### src/rtl/float_div_arbiter.sv
// Round-robin arbiter that shares one combinational float_divider among NUM_REQ requesters.
// Optional build macro FDIV_ARB_ZERO_CHECK_EN: zero divisors bypass the divider and raise resp_dbz.

module float_divider #(
    parameter int FLOAT_SIZE    = 32,
    parameter int EXPONENT_SIZE = 8,
    parameter int MANTISSA_SIZE = 23,
    parameter int BIAS          = 127
) (
    input  logic [FLOAT_SIZE-1:0] a,
    input  logic [FLOAT_SIZE-1:0] b,
    output logic [FLOAT_SIZE-1:0] out,
    output logic                  overflow,
    output logic                  underflow
);
    localparam int QW = MANTISSA_SIZE + 3;
    localparam int RW = MANTISSA_SIZE + 2;
    localparam int EW = EXPONENT_SIZE + 2;

    logic                     sign_s;
    logic [EXPONENT_SIZE-1:0] exp_a_s;
    logic [EXPONENT_SIZE-1:0] exp_b_s;
    logic [MANTISSA_SIZE:0]   man_a_s;
    logic [MANTISSA_SIZE:0]   man_b_s;
    logic                     a_zero_s;
    logic                     b_zero_s;
    logic                     a_inf_s;
    logic                     b_inf_s;
    logic [QW-1:0]            quot_s;
    logic [RW-1:0]            rem_s;
    logic [MANTISSA_SIZE-1:0] frac_trunc_s;
    logic                     guard_s;
    logic                     sticky_s;
    logic                     round_up_s;
    logic                     norm_adj_s;
    logic [MANTISSA_SIZE:0]   frac_rnd_s;
    logic [EW-1:0]            exp_res_s;
    logic [FLOAT_SIZE-1:0]    zero_res_s;
    logic [FLOAT_SIZE-1:0]    inf_res_s;

    // Denormals are flushed to zero; an all-ones exponent is treated as infinity.
    assign sign_s     = a[FLOAT_SIZE-1] ^ b[FLOAT_SIZE-1];
    assign exp_a_s    = a[FLOAT_SIZE-2:MANTISSA_SIZE];
    assign exp_b_s    = b[FLOAT_SIZE-2:MANTISSA_SIZE];
    assign man_a_s    = {1'b1, a[MANTISSA_SIZE-1:0]};
    assign man_b_s    = {1'b1, b[MANTISSA_SIZE-1:0]};
    assign a_zero_s   = (exp_a_s == {EXPONENT_SIZE{1'b0}});
    assign b_zero_s   = (exp_b_s == {EXPONENT_SIZE{1'b0}});
    assign a_inf_s    = (exp_a_s == {EXPONENT_SIZE{1'b1}});
    assign b_inf_s    = (exp_b_s == {EXPONENT_SIZE{1'b1}});
    assign zero_res_s = {sign_s, {(FLOAT_SIZE-1){1'b0}}};
    assign inf_res_s  = {sign_s, {EXPONENT_SIZE{1'b1}}, {MANTISSA_SIZE{1'b0}}};

    // Restoring mantissa division, integer quotient bit first.
    always_comb begin
        rem_s  = {1'b0, man_a_s};
        quot_s = {QW{1'b0}};
        for (int i = QW - 1; i >= 0; i--) begin
            if (rem_s >= {1'b0, man_b_s}) begin
                quot_s[i] = 1'b1;
                rem_s     = rem_s - {1'b0, man_b_s};
            end else begin
                quot_s[i] = 1'b0;
            end
            rem_s = {rem_s[RW-2:0], 1'b0};
        end
    end

    // Mantissa ratio lies in (0.5, 2): normalise, then round to nearest even.
    always_comb begin
        norm_adj_s = ~quot_s[QW-1];
        if (quot_s[QW-1]) begin
            frac_trunc_s = quot_s[QW-2:2];
            guard_s      = quot_s[1];
            sticky_s     = quot_s[0] | (|rem_s);
        end else begin
            frac_trunc_s = quot_s[QW-3:1];
            guard_s      = quot_s[0];
            sticky_s     = |rem_s;
        end
        round_up_s = guard_s & (sticky_s | frac_trunc_s[0]);
        frac_rnd_s = {1'b0, frac_trunc_s} + {{MANTISSA_SIZE{1'b0}}, round_up_s};
        exp_res_s  = {2'b00, exp_a_s} + EW'(BIAS) - {2'b00, exp_b_s}
                   - {{(EW-1){1'b0}}, norm_adj_s} + {{(EW-1){1'b0}}, frac_rnd_s[MANTISSA_SIZE]};
    end

    // Special operands first, then range checks on the biased result exponent.
    always_comb begin
        overflow  = 1'b0;
        underflow = 1'b0;
        if (a_zero_s || b_inf_s) begin
            out = zero_res_s;
        end else if (a_inf_s) begin
            out = inf_res_s;
        end else if (b_zero_s) begin
            out      = inf_res_s;
            overflow = 1'b1;
        end else if (exp_res_s[EW-1] || (exp_res_s == {EW{1'b0}})) begin
            out       = zero_res_s;
            underflow = 1'b1;
        end else if (exp_res_s >= {2'b00, {EXPONENT_SIZE{1'b1}}}) begin
            out      = inf_res_s;
            overflow = 1'b1;
        end else begin
            out = {sign_s, exp_res_s[EXPONENT_SIZE-1:0], frac_rnd_s[MANTISSA_SIZE-1:0]};
        end
    end
endmodule

module float_div_arbiter #(
    parameter int FLOAT_SIZE    = 32,
    parameter int EXPONENT_SIZE = 8,
    parameter int MANTISSA_SIZE = 23,
    parameter int BIAS          = 127,
    parameter int NUM_REQ       = 4,
    localparam int ID_W         = (NUM_REQ > 1) ? $clog2(NUM_REQ) : 1
) (
    input  logic                          clk,
    input  logic                          reset,
    input  logic [NUM_REQ-1:0]            req_valid,
    output logic [NUM_REQ-1:0]            req_ready,
    input  logic [NUM_REQ*FLOAT_SIZE-1:0] req_a,
    input  logic [NUM_REQ*FLOAT_SIZE-1:0] req_b,
    output logic                          resp_valid,
    input  logic                          resp_ready,
    output logic [ID_W-1:0]               resp_id,
    output logic [FLOAT_SIZE-1:0]         resp_out,
    output logic [1:0]                    resp_flags,
    output logic                          resp_dbz
);
    localparam logic [1:0] ST_IDLE = 2'd0;
    localparam logic [1:0] ST_BUSY = 2'd1;
    localparam logic [1:0] ST_DONE = 2'd2;

    logic [1:0]            state_r;
    logic [ID_W-1:0]       ptr_r;
    logic [FLOAT_SIZE-1:0] op_a_r;
    logic [FLOAT_SIZE-1:0] op_b_r;
    logic [ID_W-1:0]       op_id_r;
    logic                  resp_valid_r;
    logic [ID_W-1:0]       resp_id_r;
    logic [FLOAT_SIZE-1:0] resp_out_r;
    logic [1:0]            resp_flags_r;
    logic                  resp_dbz_r;

    logic [NUM_REQ-1:0]    upper_mask_s;
    logic [ID_W:0]         hit_hi_s;
    logic [ID_W:0]         hit_all_s;
    logic [ID_W:0]         pick_s;
    logic                  grant_vld_s;
    logic [ID_W-1:0]       grant_idx_s;
    logic [ID_W-1:0]       next_ptr_s;
    logic [FLOAT_SIZE-1:0] sel_a_s;
    logic [FLOAT_SIZE-1:0] sel_b_s;
    logic [FLOAT_SIZE-1:0] div_out_s;
    logic                  div_ovf_s;
    logic                  div_unf_s;
    logic [FLOAT_SIZE-1:0] result_s;
    logic [1:0]            result_flags_s;
    logic                  result_dbz_s;

    // Lowest set bit wins; MSB of the result says whether any bit was set.
    function automatic logic [ID_W:0] first_set(input logic [NUM_REQ-1:0] vec);
        logic [ID_W:0] res;
        res = {(ID_W+1){1'b0}};
        for (int i = NUM_REQ - 1; i >= 0; i--) begin
            if (vec[i]) begin
                res = {1'b1, ID_W'(i)};
            end else begin
                res = res;
            end
        end
        return res;
    endfunction

    // Requesters at or above the pointer get first pick, then the search wraps.
    always_comb begin
        for (int i = 0; i < NUM_REQ; i++) begin
            upper_mask_s[i] = (ID_W'(i) >= ptr_r);
        end
    end

    assign hit_hi_s    = first_set(req_valid & upper_mask_s);
    assign hit_all_s   = first_set(req_valid);
    assign pick_s      = hit_hi_s[ID_W] ? hit_hi_s : hit_all_s;
    assign grant_vld_s = pick_s[ID_W] && (state_r == ST_IDLE) && !reset;
    assign grant_idx_s = pick_s[ID_W-1:0];
    assign next_ptr_s  = (grant_idx_s == ID_W'(NUM_REQ - 1)) ? {ID_W{1'b0}}
                                                             : grant_idx_s + ID_W'(1'b1);

    // One-hot accept and AND-OR operand selection for the granted requester.
    always_comb begin
        sel_a_s = {FLOAT_SIZE{1'b0}};
        sel_b_s = {FLOAT_SIZE{1'b0}};
        for (int i = 0; i < NUM_REQ; i++) begin
            req_ready[i] = grant_vld_s && (grant_idx_s == ID_W'(i));
            sel_a_s = sel_a_s | (req_a[i*FLOAT_SIZE +: FLOAT_SIZE] & {FLOAT_SIZE{grant_idx_s == ID_W'(i)}});
            sel_b_s = sel_b_s | (req_b[i*FLOAT_SIZE +: FLOAT_SIZE] & {FLOAT_SIZE{grant_idx_s == ID_W'(i)}});
        end
    end

    float_divider #(
        .FLOAT_SIZE    (FLOAT_SIZE),
        .EXPONENT_SIZE (EXPONENT_SIZE),
        .MANTISSA_SIZE (MANTISSA_SIZE),
        .BIAS          (BIAS)
    ) u_div (
        .a         (op_a_r),
        .b         (op_b_r),
        .out       (div_out_s),
        .overflow  (div_ovf_s),
        .underflow (div_unf_s)
    );

`ifdef FDIV_ARB_ZERO_CHECK_EN
    // A signed-zero divisor yields a signed infinity with only the dbz flag raised.
    always_comb begin
        if (op_b_r[FLOAT_SIZE-2:0] == {(FLOAT_SIZE-1){1'b0}}) begin
            result_s       = {op_a_r[FLOAT_SIZE-1] ^ op_b_r[FLOAT_SIZE-1],
                              {EXPONENT_SIZE{1'b1}}, {MANTISSA_SIZE{1'b0}}};
            result_flags_s = 2'b00;
            result_dbz_s   = 1'b1;
        end else begin
            result_s       = div_out_s;
            result_flags_s = {div_ovf_s, div_unf_s};
            result_dbz_s   = 1'b0;
        end
    end
`else
    // Divider output is always used; no zero-divisor detection.
    always_comb begin
        result_s       = div_out_s;
        result_flags_s = {div_ovf_s, div_unf_s};
        result_dbz_s   = 1'b0;
    end
`endif

    // IDLE -> BUSY on grant, BUSY -> DONE registering the result, DONE -> IDLE on consume.
    always_ff @(posedge clk) begin
        if (reset) begin
            state_r      <= ST_IDLE;
            ptr_r        <= {ID_W{1'b0}};
            op_a_r       <= {FLOAT_SIZE{1'b0}};
            op_b_r       <= {FLOAT_SIZE{1'b0}};
            op_id_r      <= {ID_W{1'b0}};
            resp_valid_r <= 1'b0;
            resp_id_r    <= {ID_W{1'b0}};
            resp_out_r   <= {FLOAT_SIZE{1'b0}};
            resp_flags_r <= 2'b00;
            resp_dbz_r   <= 1'b0;
        end else begin
            case (state_r)
                ST_IDLE: begin
                    if (grant_vld_s) begin
                        op_a_r  <= sel_a_s;
                        op_b_r  <= sel_b_s;
                        op_id_r <= grant_idx_s;
                        ptr_r   <= next_ptr_s;
                        state_r <= ST_BUSY;
                    end else begin
                        state_r <= ST_IDLE;
                    end
                end
                ST_BUSY: begin
                    resp_out_r   <= result_s;
                    resp_flags_r <= result_flags_s;
                    resp_dbz_r   <= result_dbz_s;
                    resp_id_r    <= op_id_r;
                    resp_valid_r <= 1'b1;
                    state_r      <= ST_DONE;
                end
                ST_DONE: begin
                    if (resp_ready) begin
                        resp_valid_r <= 1'b0;
                        state_r      <= ST_IDLE;
                    end else begin
                        state_r <= ST_DONE;
                    end
                end
                default: begin
                    resp_valid_r <= 1'b0;
                    state_r      <= ST_IDLE;
                end
            endcase
        end
    end

    assign resp_valid = resp_valid_r;
    assign resp_id    = resp_id_r;
    assign resp_out   = resp_out_r;
    assign resp_flags = resp_flags_r;
    assign resp_dbz   = resp_dbz_r;
endmodule
### config.mk
export PLATFORM = sky130hd
export DESIGN_NAME = float_div_arbiter
export DESIGN_NICKNAME = d
export VERILOG_FILES = /design/src/rtl/float_div_arbiter.sv
export SDC_FILE = /design/constraint.sdc
export NUM_CORES = 2
export LEC_CHECK = 0
export BUFFER_PORTS_ARGS = -buffer_cell sky130_fd_sc_hd__clkbuf_2
export CAP_MARGIN = 20
export CORE_MARGIN = 4
export CORE_UTILIZATION = 40
export CTS_BUF_LIST = sky130_fd_sc_hd__clkbuf_4 sky130_fd_sc_hd__clkbuf_8
export DETAILED_ROUTE_END_ITERATION = 10
export GPL_TIMING_DRIVEN = 0
export PLACE_DENSITY = 0.61
export SYNTH_ARGS = -nofsm -noshare
export SYNTH_HDL_FRONTEND = slang
export SYNTH_SLANG_ARGS = --single-unit
### constraint.sdc
create_clock -name clk -period 110.3 [get_ports clk]
set_input_delay 22.06 -clock clk [delete_from_list [all_inputs] [get_ports clk]]
set_output_delay 22.06 -clock clk [all_outputs]
set_load 0.005 [all_outputs]
==> metrics <==
status=completed; Main synth FF type=dfxtp_1; clk root buf=clkbuf_8; syn nets=6562; die width=327.2 um; Syn Std Cell Area=roughly 0.041 mm^2; Hold EP=op_id_r[1]$_SDFFE_PP0P_; flip-flop and latch count after synthesis=107; Synth top area share=0.1851; IO Count=305; final core area utilization=0.5354; Worst-Margin Slew=1.405 ns; share of cells above drive strength 1=0.2869; Post-synth EDFFs=0; post-route ant nets=0; Die H=327.2 um; mean cell area of the mapped netlist=about 7.2 um^2; CP Capture Type=flop; Initial Utilization=0.4052; # clock sinks=approximately 110; register area=0.002148 mm^2; unrepaired setup endpoints after global routing=true; CP Data Arrival Time=108.26 ns; clock latency on the worst-skew pair=0.44 ns; Critical Path RT=around 110 ns; grt met3 use=0.03274; commonest non-fill, non-tap cell in the layout=buf_4; CTS buffer count=9; max_cap viols=0; M2 GR Usage=0.4681; skew final=0.03428 ns; Synth Instances=5691; die area=between 0.1 and 0.15 mm^2; Routed WL=173100 um; min Tclk post-route=about 110 ns; Pre-antenna DRT Iters=8; Worst Hold Path Cells=2; R2R Path End=resp_out[7]$_SDFFE_PP0P_; vias=48990; vias in the first global route=42910; Max-slew headroom=0.06303; r2r worst-path depth=672; Layout Nets=between 7000 and 8000; Clock transition at path regs=0.14 ns; Buffers on Ports=a little over 300; CP most frequent cell=a21o_1; hold crit path type=reg2reg; asr flop ratio synth=0; total grt overflow=0; first-pass GRT wire length=246200 um; critical path launch point type=flop; worst stage delay on the critical path=0.50 ns; vias per cell=6.139; iteration-0 DRC count of the detailed router=4323; GRT Total Usage=0.2872; largest net degree at the start of global routing=27; dpl hpwl=133600 um; fillcell total=between 9000 and 10000; synthesis-to-layout area growth=32.13%; initial antenna violation count=3; Final GP Congestion=0.9832; critical path type=reg2reg; R2R Path Start=op_b_r[1]$_SDFFE_PP0P_; Yosys warning total=0; Achievable Freq=0.009272 GHz; fraction of the yosys area taken by sequential cells=0.05256; library cells used by synthesis=125; commonest cells after routing, fill and taps aside=buf_4 (573), ha_1 (533), nor2_1 (522), nand2_1 (473), a21oi_1 (384); slowest cell on the critical path=or4b_4; Reg2Reg Setup Slack=2.44 ns; drt wl/cell=21.69 um; Max clock buf depth=2; Fin. Hold Viols=0; cell accounting for the most synthesized area=ha_1; # H-tree levels=3; final slew viol count=0; Final Setup Violations=0; multi-input logic area=0.04042 mm^2; Core Area=approximately 0.1 mm^2; Residual DRC=0; met1 usage=0.3983; largest cells by area after synthesis=ha_1 (19%), mux2_2 (5.9%), xnor2_1 (5.8%); Max FO, Critical Path=8; Hold Crit Start=op_id_r[1]$_SDFFE_PP0P_; TritonCTS clock tree=yes; most used routing layer=met2; fin crit share=0.9778; row count=116
[flip-flops by register name (all words and copies together) (netlist names)]
| name | flops |
|---|---|
| op_a_r | 32 |
| state_r | 2 |
| ptr_r | 2 |
| resp_id | 2 |
| op_id_r | 2 |
| op_b_r | 32 |
| resp_valid | 1 |
| resp_out | 32 |
| resp_flags | 2 |
[routing by layer]
metal  wire length, um  part of all wire  vias to the layer above
met5                 0                 0                        -
met4              5741             0.033                        0
met3             14060             0.081                      330
met2             77490              0.45                     2179
met1             75790              0.44                    23260
li1                  -                 -                    23220
[layout make-up]
class / instances / share of cell area
antenna: 4 / 0.0001859
buffer: 183 / 0.03267
clock buffer: 9 / 0.002300
clock inverter: 6 / 0.001069
inverter: 257 / 0.01884
multi-input combinational: 5140 / 0.7507
sequential: 107 / 0.03990
tap: 1357 / 0.03153
timing repair buffer: 916 / 0.1227
timing repair inverter: 1 / 0.00009295
[critical path: cells and delay by family, from the launching register on]
family                   cells  cell delay [ns]
adder cells (fa/ha/maj)     29             8.30
AND/OR/NAND/NOR            133            16.54
multiplexers                15             3.77
buffers and inverters       69             9.18
flip-flops                   1             0.38
XOR/XNOR                     2             0.39
AO/OA/AOI/OAI              424            69.04
[worst max-delay path by stage]
stage                                        from                        end  depth (start not counted)
after global routing       op_b_r[1]$_SDFFE_PP0P_   resp_out[7]$_SDFFE_PP0P_                        682
after global placement    op_b_r[15]$_SDFFE_PP0P_  resp_out[12]$_SDFFE_PP0P_                        668
after floorplan            op_b_r[1]$_SDFFE_PP0P_   resp_out[7]$_SDFFE_PP0P_                        676
after CTS                  op_b_r[1]$_SDFFE_PP0P_   resp_out[7]$_SDFFE_PP0P_                        676
after detailed placement   op_b_r[1]$_SDFFE_PP0P_  resp_out[12]$_SDFFE_PP0P_                        668
final                      op_b_r[1]$_SDFFE_PP0P_   resp_out[7]$_SDFFE_PP0P_                        672
[logic make-up (layout without fill, tap and decap cells)]
group                    Yosys count  after routing  share of synthesized area
AO/OA/AOI/OAI                   2037           2037                     0.3409
AND/OR/NAND/NOR                 1783           1783                     0.2069
adder cells (fa/ha/maj)          608            608                     0.1876
buffers and inverters            444           1372                    0.04225
XOR/XNOR                         437            437                    0.09392
multiplexers                     274            274                    0.07578
flip-flops                       107            107                    0.05256
other                              1              5                 0.00009202
[through the flow]
step | TNS (ns) | area (um^2) | std cells | setup slack [ns] | hold slack, ns
after CTS | -316.57 | 46650 | 7485 | -9.977 | 0.4662
after floorplan | 0 | 41290 | 5691 | 0.001698 | 0.4321
after detailed placement | -805.41 | 44850 | 7367 | -25.13 | 0.4479
final | 0 | 53850 | 7980 | 2.445 | 0.4676
after global routing | -58.25 | 53840 | 7977 | -2.123 | 0.4916
after global placement | -795.42 | 44500 | 7350 | -24.82 | 0.4454
[cell usage after synthesis (35+ instances only)]
master,count
dfxtp_1,107
nor3_1,120
clkbuf_1,146
nor2b_1,72
o211ai_1,41
ha_1,603
o21a_1,150
a211oi_1,38
a21oi_1,455
nor2_1,564
nand4_1,99
nand2_1,496
mux2_2,215
a21boi_0,66
a22oi_1,144
nand2b_1,103
inv_1,251
o21bai_1,36
xor2_1,167
xnor2_1,270
a21o_1,309
nand3_1,79
nor4_1,35
mux2i_1,44
and2_1,58
a311oi_1,71
o21ai_0,365
o31ai_1,74
[timing repair]
action,in CTS,in global routing
buffers inserted,103,487
resized for setup,241,856
setup endpoints to repair,33,33
pin swaps,68,574
hold buffers,0,0
cloned,1,10
Power is not shown: default switching activity piles up to over one toggle a cycle in this logic, so the estimate is an artifact.
